<file path="config.mk">
export PLATFORM = sky130hd
export DESIGN_NAME = dmem_arbiter
export DESIGN_NICKNAME = d
export VERILOG_FILES = /design/src/rtl/dmem_arbiter_pkg.sv /design/src/rtl/dmem_arb_readtrack.sv /design/src/rtl/dmem_arbiter.sv
export SDC_FILE = /design/constraint.sdc
export NUM_CORES = 1
export LEC_CHECK = 0
export ABC_CLOCK_PERIOD_IN_PS = 2000
export BUFFER_PORTS_ARGS = -buffer_cell sky130_fd_sc_hd__buf_2
export CAP_MARGIN = 20
export CORE_AREA = 2 2 108 110
export DETAILED_ROUTE_END_ITERATION = 6
export DIE_AREA = 0 0 110 112
export GPL_TIMING_DRIVEN = 0
export PLACE_DENSITY_LB_ADDON = 0.15
export REMOVE_ABC_BUFFERS = 1
export SLEW_MARGIN = 20
export SYNTH_ARGS = -nofsm -noshare
export SYNTH_HDL_FRONTEND = slang
export SYNTH_SLANG_ARGS = --single-unit
</file>
<file path="constraint.sdc">
create_clock -name clk -period 2 [get_ports clk]
set_clock_uncertainty 0.05 [all_clocks]
set_input_delay 0.4 -clock clk [delete_from_list [all_inputs] [get_ports clk]]
set_output_delay 0.4 -clock clk [all_outputs]
set_load 0.05 [all_outputs]
</file>
<file path="src/rtl/dmem_arbiter_pkg.sv">
// ============================================================================
//  Module      : dmem_arbiter_pkg
//  Description : Shared encodings for the data-memory arbiter: arbitration
//                FSM states and read-owner tags.
//  Revision    : 1.0 - initial release
// ============================================================================
`default_nettype none

package dmem_arbiter_pkg;

  // Arbitration FSM: open arbitration, or aux holding a locked burst
  typedef enum logic [0:0] {
    ARB      = 1'b0,
    AUX_HOLD = 1'b1
  } arb_state_t;

  // Which requester a returning read belongs to
  typedef enum logic [0:0] {
    OWNER_CPU = 1'b0,
    OWNER_AUX = 1'b1
  } owner_t;

endpackage : dmem_arbiter_pkg

`default_nettype wire

</file>
<file path="src/rtl/dmem_arb_readtrack.sv">
// ============================================================================
//  Module      : dmem_arb_readtrack
//  Description : Remembers who issued the read granted last cycle and raises
//                that requester's rvalid when the synchronous dmem returns.
//  Revision    : 1.0 - initial release
// ============================================================================
`default_nettype none

module dmem_arb_readtrack
  import dmem_arbiter_pkg::*;
(
  input  logic   clk,
  input  logic   reset,
  input  logic   rd_fire,
  input  owner_t rd_owner,
  output logic   cpu_rvalid,
  output logic   aux_rvalid
);

  logic   r_pending;
  owner_t r_owner;

  // Capture the owner of a granted read; reset drops any read in flight
  always_ff @(posedge clk or posedge reset) begin
    if (reset) begin
      r_pending <= 1'b0;
      r_owner   <= OWNER_CPU;
    end else begin
      r_pending <= rd_fire;
      if (rd_fire) begin
        r_owner <= rd_owner;
      end
    end
  end

  // Only one pending read exists, so at most one rvalid can be high
  always_comb begin
    cpu_rvalid = r_pending && (r_owner == OWNER_CPU);
    aux_rvalid = r_pending && (r_owner == OWNER_AUX);
  end

endmodule : dmem_arb_readtrack

`default_nettype wire

</file>
<file path="src/rtl/dmem_arbiter.sv">
// ============================================================================
//  Module      : dmem_arbiter
//  Description : Two-master arbiter for the single-port data memory. The CPU
//                has fixed priority; a starvation counter and a capped aux
//                burst (lock) mode guarantee aux progress.
//  Revision    : 1.0 - initial release
// ============================================================================
`default_nettype none

module dmem_arbiter
  import dmem_arbiter_pkg::*;
#(
  parameter int DBITS         = 32,
  parameter int DMEMADDRBITS  = 13,
  parameter int DMEMWORDBITS  = 2,
  parameter int STARVE_LIMIT  = 4,
  parameter int AUX_BURST_MAX = 8
) (
  input  logic                             clk,
  input  logic                             reset,
  input  logic                             cpu_req,
  input  logic                             cpu_we,
  input  logic [DBITS-1:0]                 cpu_addr,
  input  logic [DBITS-1:0]                 cpu_wdata,
  output logic                             cpu_stall,
  output logic [DBITS-1:0]                 cpu_rdata,
  output logic                             cpu_rvalid,
  input  logic                             aux_req,
  input  logic                             aux_lock,
  input  logic                             aux_we,
  input  logic [DBITS-1:0]                 aux_addr,
  input  logic [DBITS-1:0]                 aux_wdata,
  output logic                             aux_gnt,
  output logic [DBITS-1:0]                 aux_rdata,
  output logic                             aux_rvalid,
  output logic                             mem_we,
  output logic [DMEMADDRBITS-DMEMWORDBITS-1:0] mem_addr,
  output logic [DBITS-1:0]                 mem_wdata,
  input  logic [DBITS-1:0]                 mem_rdata
);

  localparam int c_STARVE_W = $clog2(STARVE_LIMIT + 1);
  localparam int c_BURST_W  = $clog2(AUX_BURST_MAX + 1);
  localparam int c_WIDX_W   = DMEMADDRBITS - DMEMWORDBITS;

  localparam logic [c_STARVE_W-1:0] c_STARVE_MAX = c_STARVE_W'(STARVE_LIMIT);
  localparam logic [c_BURST_W-1:0]  c_BURST_MAX  = c_BURST_W'(AUX_BURST_MAX);
  localparam logic [c_BURST_W-1:0]  c_BURST_LAST = c_BURST_W'(AUX_BURST_MAX - 1);
  localparam logic [c_BURST_W-1:0]  c_BURST_ONE  = c_BURST_W'(1);

  arb_state_t              r_state;
  arb_state_t              w_next_state;
  logic [c_STARVE_W-1:0]   r_starve_cnt;
  logic [c_BURST_W-1:0]    r_burst_cnt;

  logic                    w_cpu_gnt;
  logic                    w_aux_gnt;
  logic                    w_hold;
  logic                    w_starved;
  logic                    w_rd_fire;
  owner_t                  w_rd_owner;

  // Upper address bits alias and the byte offset is dropped by design
  logic                    w_unused_addr;
  assign w_unused_addr = ^{cpu_addr, aux_addr};

  assign w_starved = (r_starve_cnt == c_STARVE_MAX);

  // Grant decision and next state; a failed hold falls back to open
  // arbitration in the same cycle so no memory slot is wasted
  always_comb begin
    w_cpu_gnt    = 1'b0;
    w_aux_gnt    = 1'b0;
    w_hold       = 1'b0;
    w_next_state = ARB;
    if ((r_state == AUX_HOLD) && aux_req && aux_lock && (r_burst_cnt < c_BURST_MAX)) begin
      w_hold       = 1'b1;
      w_aux_gnt    = 1'b1;
      // Leave as the final burst grant is issued so the CPU owns the next slot
      w_next_state = (r_burst_cnt == c_BURST_LAST) ? ARB : AUX_HOLD;
    end else begin
      if (cpu_req && aux_req) begin
        if (w_starved) begin
          w_aux_gnt = 1'b1;
        end else begin
          w_cpu_gnt = 1'b1;
        end
      end else if (cpu_req) begin
        w_cpu_gnt = 1'b1;
      end else if (aux_req) begin
        w_aux_gnt = 1'b1;
      end
      if (w_aux_gnt && aux_lock && (AUX_BURST_MAX > 1)) begin
        w_next_state = AUX_HOLD;
      end
    end
  end

  // FSM state, burst length and aux starvation tracking
  always_ff @(posedge clk or posedge reset) begin
    if (reset) begin
      r_state      <= ARB;
      r_burst_cnt  <= '0;
      r_starve_cnt <= '0;
    end else begin
      r_state <= w_next_state;

      if (w_next_state == ARB) begin
        r_burst_cnt <= '0;
      end else if (w_hold) begin
        r_burst_cnt <= r_burst_cnt + c_BURST_ONE;
      end else begin
        r_burst_cnt <= c_BURST_ONE;
      end

      if (!aux_req || w_aux_gnt) begin
        r_starve_cnt <= '0;
      end else if (w_cpu_gnt && !w_starved) begin
        r_starve_cnt <= r_starve_cnt + 1'b1;
      end
    end
  end

  // Steer the winner onto the dmem port; idle bus is all zeros
  always_comb begin
    mem_we    = 1'b0;
    mem_addr  = '0;
    mem_wdata = '0;
    if (w_cpu_gnt) begin
      mem_we    = cpu_we;
      mem_addr  = cpu_addr[DMEMADDRBITS-1:DMEMWORDBITS];
      mem_wdata = cpu_wdata;
    end else if (w_aux_gnt) begin
      mem_we    = aux_we;
      mem_addr  = aux_addr[DMEMADDRBITS-1:DMEMWORDBITS];
      mem_wdata = aux_wdata;
    end
  end

  // Requester-facing status and read data
  always_comb begin
    cpu_stall  = cpu_req && !w_cpu_gnt;
    aux_gnt    = w_aux_gnt;
    cpu_rdata  = mem_rdata;
    aux_rdata  = mem_rdata;
    w_rd_fire  = (w_cpu_gnt && !cpu_we) || (w_aux_gnt && !aux_we);
    w_rd_owner = w_aux_gnt ? OWNER_AUX : OWNER_CPU;
  end

  dmem_arb_readtrack u_readtrack (
    .clk        (clk),
    .reset      (reset),
    .rd_fire    (w_rd_fire),
    .rd_owner   (w_rd_owner),
    .cpu_rvalid (cpu_rvalid),
    .aux_rvalid (aux_rvalid)
  );

endmodule : dmem_arbiter

`default_nettype wire

</file>
==> flow_summary.toml, run 1 <==
[sta]
layout_setup_ws_ns = -0.2854
fmax_ghz = 0.4376
finalCritPeriodShare_pct = 114.3
fin_hold_ws_ns = 0.09771
hold_viol_final = 0
slew_headroom_pct = 71.89
grt_setup_unrepaired = "true"
final-setup-viol-count = 45
min_period_ns = 2.285
tightest_slew_ns = 0.4211
setup-tns-final_ns = -11.43
final_max_slew_viol_count = 0

[global_routing]
grt_pass1_vias = 1553
antenna_found_initial = 0
grt_first_pass_wirelength_mm = 11.52
grt-ovfl-total = 0
grt_use_total_pct = 13.44
grt_start_max_net_pins = 41

[finish]
antenna_cells = 0
fillers = 1233
layout_commonest_cell = "buf_2"
drive_gt1_share_pct = 65.85
finalInstanceArea_um2 = 2349
final_nets = 417
area_growth_pct = 58.80
final_util_pct = 21.02
final_cell_mix = "buf_2 (95), buf_6 (44), a22o_1 (42)"

[drt]
drtPass1Iterations = 4
detail-route-antenna-nets = 0
vias = 1592
wl_per_cell_um = 22.95
drc = 0
via_per_inst = 4.093
drt-initial-drc-count = 42
drt-total-wl_mm = 8.926

[die]
rows = 39
io_pins = 279
initial_core_util_pct = 13.23
core-area_um2 = 11170
die_x_um = 110
die_h_um = 112
die-area_um2 = 12320

[placed_design]
place.port_buffers = 140
placed_area_um2 = 1827
hpwlAfterDp_mm = 7.161
gp_congestion = 0.6563
place_ws_ns = -0.2876

[setup_path]
crit_path_end_kind = "output pin"
cp.arrival_ns = 1.84
cp_max_fo = 6
cp.required_ns = 1.55
path_class = "reg2out"
reg2reg_depth = 6
r2r_end = "r_state"
rrSetupSlack_ns = 0.51
start_kind = "flip-flop"
rr_startpoint = "r_starve_cnt[0]"

[run_status]
violations = "setup timing"
status = "finished, violations left"

[synthesis]
ys.warnings.count = 0
ys_types = 27
seq_area_frac_synth_pct = 16.92
syn_inst = 168
netlist_area_um2 = 1479
syn_avg_cell_area_um2 = 8.803
ys_seq_elements = 10

[cts]
cts_buffers = 3
worstSkewPairLatency_ns = 0.24
cts_hold_buffers = 0
cts-root-buf = "clkbuf_16"
clk_pin_slew_ns = 0.04
h-tree-depth = 1
numClockSinks = 10
cts_tree = "built"
max-clock-path-buffers = 2

[job]
drv_cap = 0

[power]
vdd_ir_drop_max_mv = 0.3137
power.density_nw_per_um2 = 590.2
p_leak_nw = 1.217

[worst_hold_path]
min_path_type = "in2async"
-- worst max-delay path by stage --
stage	startpoint	to	depth (start not counted)
floorplan	r_starve_cnt[0]	mem_addr[0]	5
global placement	r_starve_cnt[0]	mem_wdata[19]	6
CTS	r_starve_cnt[0]	mem_wdata[19]	7
global route	r_starve_cnt[0]	mem_wdata[20]	7
finish	r_starve_cnt[0]	mem_wdata[19]	7
detailed placement	aux_req	mem_wdata[21]	6
-- cell usage after synthesis --
cell,count,area share [%]
a21o_1,1,0.51
o21a_1,1,0.51
o21bai_1,1,0.51
inv_1,5,1.3
mux2i_1,1,0.68
or2_2,1,0.42
xnor2_1,1,0.59
a22o_1,44,26
nor3_1,2,0.68
nand3b_1,1,0.51
nand3_1,2,0.68
buf_6,5,3.8
nand2_1,4,1.0
and3_1,3,1.3
nor2b_1,1,0.42
and4b_1,1,0.68
o2111a_1,1,0.76
dfrtp_1,10,17
a311oi_1,1,0.59
a21oi_1,2,0.68
nand4b_2,1,1.0
ha_1,3,2.5
buf_4,69,35
nor2_1,3,0.76
a21bo_2,1,0.68
o22a_1,1,0.59
and2_1,2,0.85
-- registers in the layout, summed over array words and instances, names as in the netlist --
register and count:
r_starve_cnt 3, r_burst_cnt 4, u_readtrack.r_owner 1, u_readtrack.r_pending 1
r_state 1
-- routing by layer --
| layer | GRT usage [%] | wire length, um | up-vias |
|---|---|---|---|
| li1 | - | - | 703 |
| met1 | 13.31 | 2968 | 719 |
| met2 | 22.33 | 4239 | 156 |
| met3 | 9.660 | 1524 | 9 |
| met4 | 1.941 | 65 | 5 |
| met5 | 7.983 | 128 | - |
-- power by group --
group	leakage [nW]	internal, mW	total [mW]	switching [mW]
Clock	0.0442	0.301	0.399	0.0980
Combinational	1.04	0.319	0.768	0.450
Sequential	0.135	0.212	0.219	0.00680
-- through the flow --
| step | total power [mW] | cells |
|---|---|---|
| 2_1_floorplan | 0.6346 | 94 |
| 3_3_place_gp | 0.8275 | 377 |
| 3_5_place_dp | 0.8337 | 379 |
| 4_1_cts | 1.396 | 389 |
| 5_1_grt | 1.457 | 389 |
| 6_report | 1.386 | 389 |
-- critical path, cell delays in order (launching register included) --
cell and delay (ns):
dfrtp_1 0.36, inv_2 0.06, ha_4 0.17, a21bo_4 0.21, a21o_4 0.26, buf_8 0.15, a22o_4 0.24, buf_8 0.15
-- what timing repair did --
action                                  4_1_cts  5_1_grt
pin swaps                                     7        4
gates cloned                                  2        0
resized for setup                           103        2
buffers inserted                              4        0
endpoints found under the setup margin       46       45
-- layout make-up --
class	instances	area, um^2	area share (%)
multi-input combinational	79	693.2	29.52
clock buffer	4	88.84	3.783
tap	143	178.9	7.619
timing repair buffer	148	1119	47.63
inverter	5	18.77	0.7991
sequential	10	250.2	10.66
-- cells by family after synthesis --
| group | count (synthesis) | share of synthesized area, % |
|---|---|---|
| compound gates | 53 | 30.88 |
| buf+inv | 79 | 40.10 |
| xor+xnor | 1 | 0.5923 |
| simple gates | 21 | 8.291 |
| fa+ha+maj | 3 | 2.538 |
| mux | 1 | 0.6768 |
| flops | 10 | 16.92 |
(Power assumes the default switching activity.)
==> inputs of run 2 (changes only) <==
ABC_AREA = 1   (was unset)
ABC_CLOCK_PERIOD_IN_PS = 2800   (was 2000)
CORE_AREA = 2 2 107 109   (was 2 2 108 110)
DIE_AREA = 0 0 109 111   (was 0 0 110 112)
clock period = 2.8 ns   (was 2 ns; I/O delays follow)
==> flow_summary.toml, run 2 <==
[synthesis]
syn_inst = 264
netlist_area_um2 = 1593
yosys-top-cells-count = "nand2_1 (134), buf_4 (64), inv_1 (16), dfrtp_1 (10)"
seq_area_frac_synth_pct = 15.71
post-synth-top-count-cell = "nand2_1"
syn_avg_cell_area_um2 = 6.033
synth_area_leaders = "nand2_1 (32%), buf_4 (30%), dfrtp_1 (16%)"
netlist.area_leader.share_pct = 31.58
synthArstFlopShare_pct = 100.0
ys_types = 20
synth_top_cell_by_area = "nand2_1"
ys.warnings.count = 0
ys_seq_elements = 10
synth-edff-count = 0
synth_ff_type = "dfrtp_1"

[sta]
hold_viol_final = 0
fmax_ghz = 0.3868
slew_headroom_pct = 64.89
layout_setup_ws_ns = 0.2144
grt_setup_unrepaired = "false"
min_period_ns = 2.586
final-setup-viol-count = 0
finalCritPeriodShare_pct = 92.34
final_max_slew_viol_count = 0
tightest_slew_ns = 0.5212
setup-tns-final_ns = 0

[drt]
vias = 1812
drt-initial-drc-count = 79
wl_per_cell_um = 17.80
detail-route-antenna-nets = 0
drc = 0
drt-total-wl_mm = 8.617
drtPass1Iterations = 4
via_per_inst = 3.744

[finish]
final_nets = 512
largest_reg_flops = 4
layout_commonest_cell = "buf_2"
top_register = "r_burst_cnt"
final_cell_mix = "buf_2 (140), nand2_1 (133), inv_1 (16)"
largest_registers = "r_burst_cnt (4), r_starve_cnt (3)"
area_growth_pct = 31.19
finalInstanceArea_um2 = 2090
drive_gt1_share_pct = 47.21
antenna_cells = 0

[setup_path]
critPathSlowestCell = "dfrtp_1"
timing.critical_path.max_delay_family = "simple AND/OR/NAND/NOR gates"
crit_path_end_kind = "output pin"
crit_chain = "inv_1, ha_1, nand2_1, nand2_1, nand2_2, nand2_8, inv_1, o21ai_0, buf_2"
path_class = "reg2out"
cp_max_fo = 12
cp.required_ns = 2.19
r2r_end = "u_readtrack.r_pending"
rrSetupSlack_ns = 1.11
reg2reg_depth = 8
start_kind = "flip-flop"
path_buf_inv = 3
cp_slowest_stage_delay_ns = 0.39
cp.depth = 9
cp.arrival_ns = 1.98
rr_startpoint = "r_starve_cnt[0]"

[placed_design]
place_ws_ns = 0.08307
place.port_buffers = 140
hpwlAfterDp_mm = 6.945
placed_area_um2 = 1931
gp_congestion = 0.7861

[cts]
cts-root-buf = "clkbuf_16"
max-clock-path-buffers = 2
worstSkewPairLatency_ns = 0.24
cts_tree = "built"
cts_buffers = 3
clk_pin_slew_ns = 0.04
h-tree-depth = 1
numClockSinks = 10

[die]
rows = 39
die_h_um = 111
die_x_um = 109
initial_core_util_pct = 14.38
core-area_um2 = 11080
io_pins = 279
die-area_um2 = 12100

[power]
power.density_nw_per_um2 = 457.7
p_leak_nw = 1.320
power.share.sequential_pct = 16.6
cellInternalPower_mw = 0.5073
vdd_ir_drop_max_mv = 0.1608
p_clk_share_pct = 29.8
p_sw_mw = 0.4492
swShare_pct = 46.96
share_comb_of_total_power_pct = 53.6

[global_routing]
antenna_found_initial = 0
grt_use_total_pct = 12.63
grt_first_pass_wirelength_mm = 10.93
grt_pass1_vias = 1682
grt-ovfl-total = 0
grt_start_max_net_pins = 47

[run_status]
status = "finished clean"

[job]
drv_cap = 0

[worst_hold_path]
min_path_type = "in2async"
## run 2: changes by cell type in the layout (fill, tap and decap cells not counted), sizes merged, moves of 3 or more
cell   change
a21oi      +3
a22o      -44
and3       -3
buf        -5
inv       +12
nand2    +140
nor2       +4
o21ai      +4
## run 2: power groups by stage
stage                     sequential (mW)  clock, mW  combinational, mW
after floorplan                     0.159          0              0.333
after global placement              0.160          0              0.495
after detailed placement            0.160          0              0.499
after CTS                           0.158      0.293              0.508
after global routing                0.160      0.303              0.551
final                               0.158      0.286              0.512
## run 2: how the worst max path moves through the flow
stage / start / endpoint / slack (ns)
floorplan: aux_lock / mem_we / -0.24
global route: r_starve_cnt[0] / mem_we / 0.02
global placement: aux_req / mem_addr[1] / -0.77
finish: r_starve_cnt[0] / mem_we / 0.21
detailed placement: aux_req / mem_we / 0.08
CTS: r_starve_cnt[0] / mem_we / 0.13
## run 2: through the flow
stage          hold WS [ns]  instances  utilization (%)  power, mW
2_1_floorplan        0.3502        192                -     0.4927
3_3_place_gp         0.4095        475            17.14     0.6550
3_5_place_dp         0.4195        476            17.43     0.6589
4_1_cts              0.2656        482            18.56     0.9593
5_1_grt              0.2992        484            18.86      1.014
6_report             0.2516        484            18.86     0.9565
## run 2: repair_timing
| action | in CTS | in global routing |
|---|---|---|
| setup buffers | 2 | 0 |
| setup endpoints to repair | 29 | 1 |
| hold endpoints to repair | 0 | 0 |
| resized for setup | 1 | 2 |
| hold buffers | 0 | 0 |
| gates cloned | 0 | 2 |
| pin swaps | 1 | 1 |
## run 2: layout make-up
cell class	count	area, um^2
fill	1299	8987
timing repair buffer	143	755.7
multi-input combinational	167	752.0
sequential	10	250.2
tap	143	178.9
clock buffer	4	88.84
inverter	17	63.81
## run 2: cells by family after synthesis
| family | Yosys count | synth area share [%] |
|---|---|---|
| DFF | 10 | 15.71 |
| buffers and inverters | 89 | 40.06 |
| adders and majority gates | 3 | 2.357 |
| and+or+nand+nor | 151 | 38.02 |
| xor gates and xnor gates | 1 | 0.5500 |
| AOI/OAI and AO/OA | 10 | 3.299 |
## run 2: metal layers
metal | global-route usage (%) | vias up | routed length, um
li1 | - | 879 | -
met1 | 13.06 | 747 | 3052
met2 | 18.67 | 177 | 3667
met3 | 11.46 | 7 | 1779
met4 | 2.564 | 2 | 67
met5 | 3.571 | - | 50
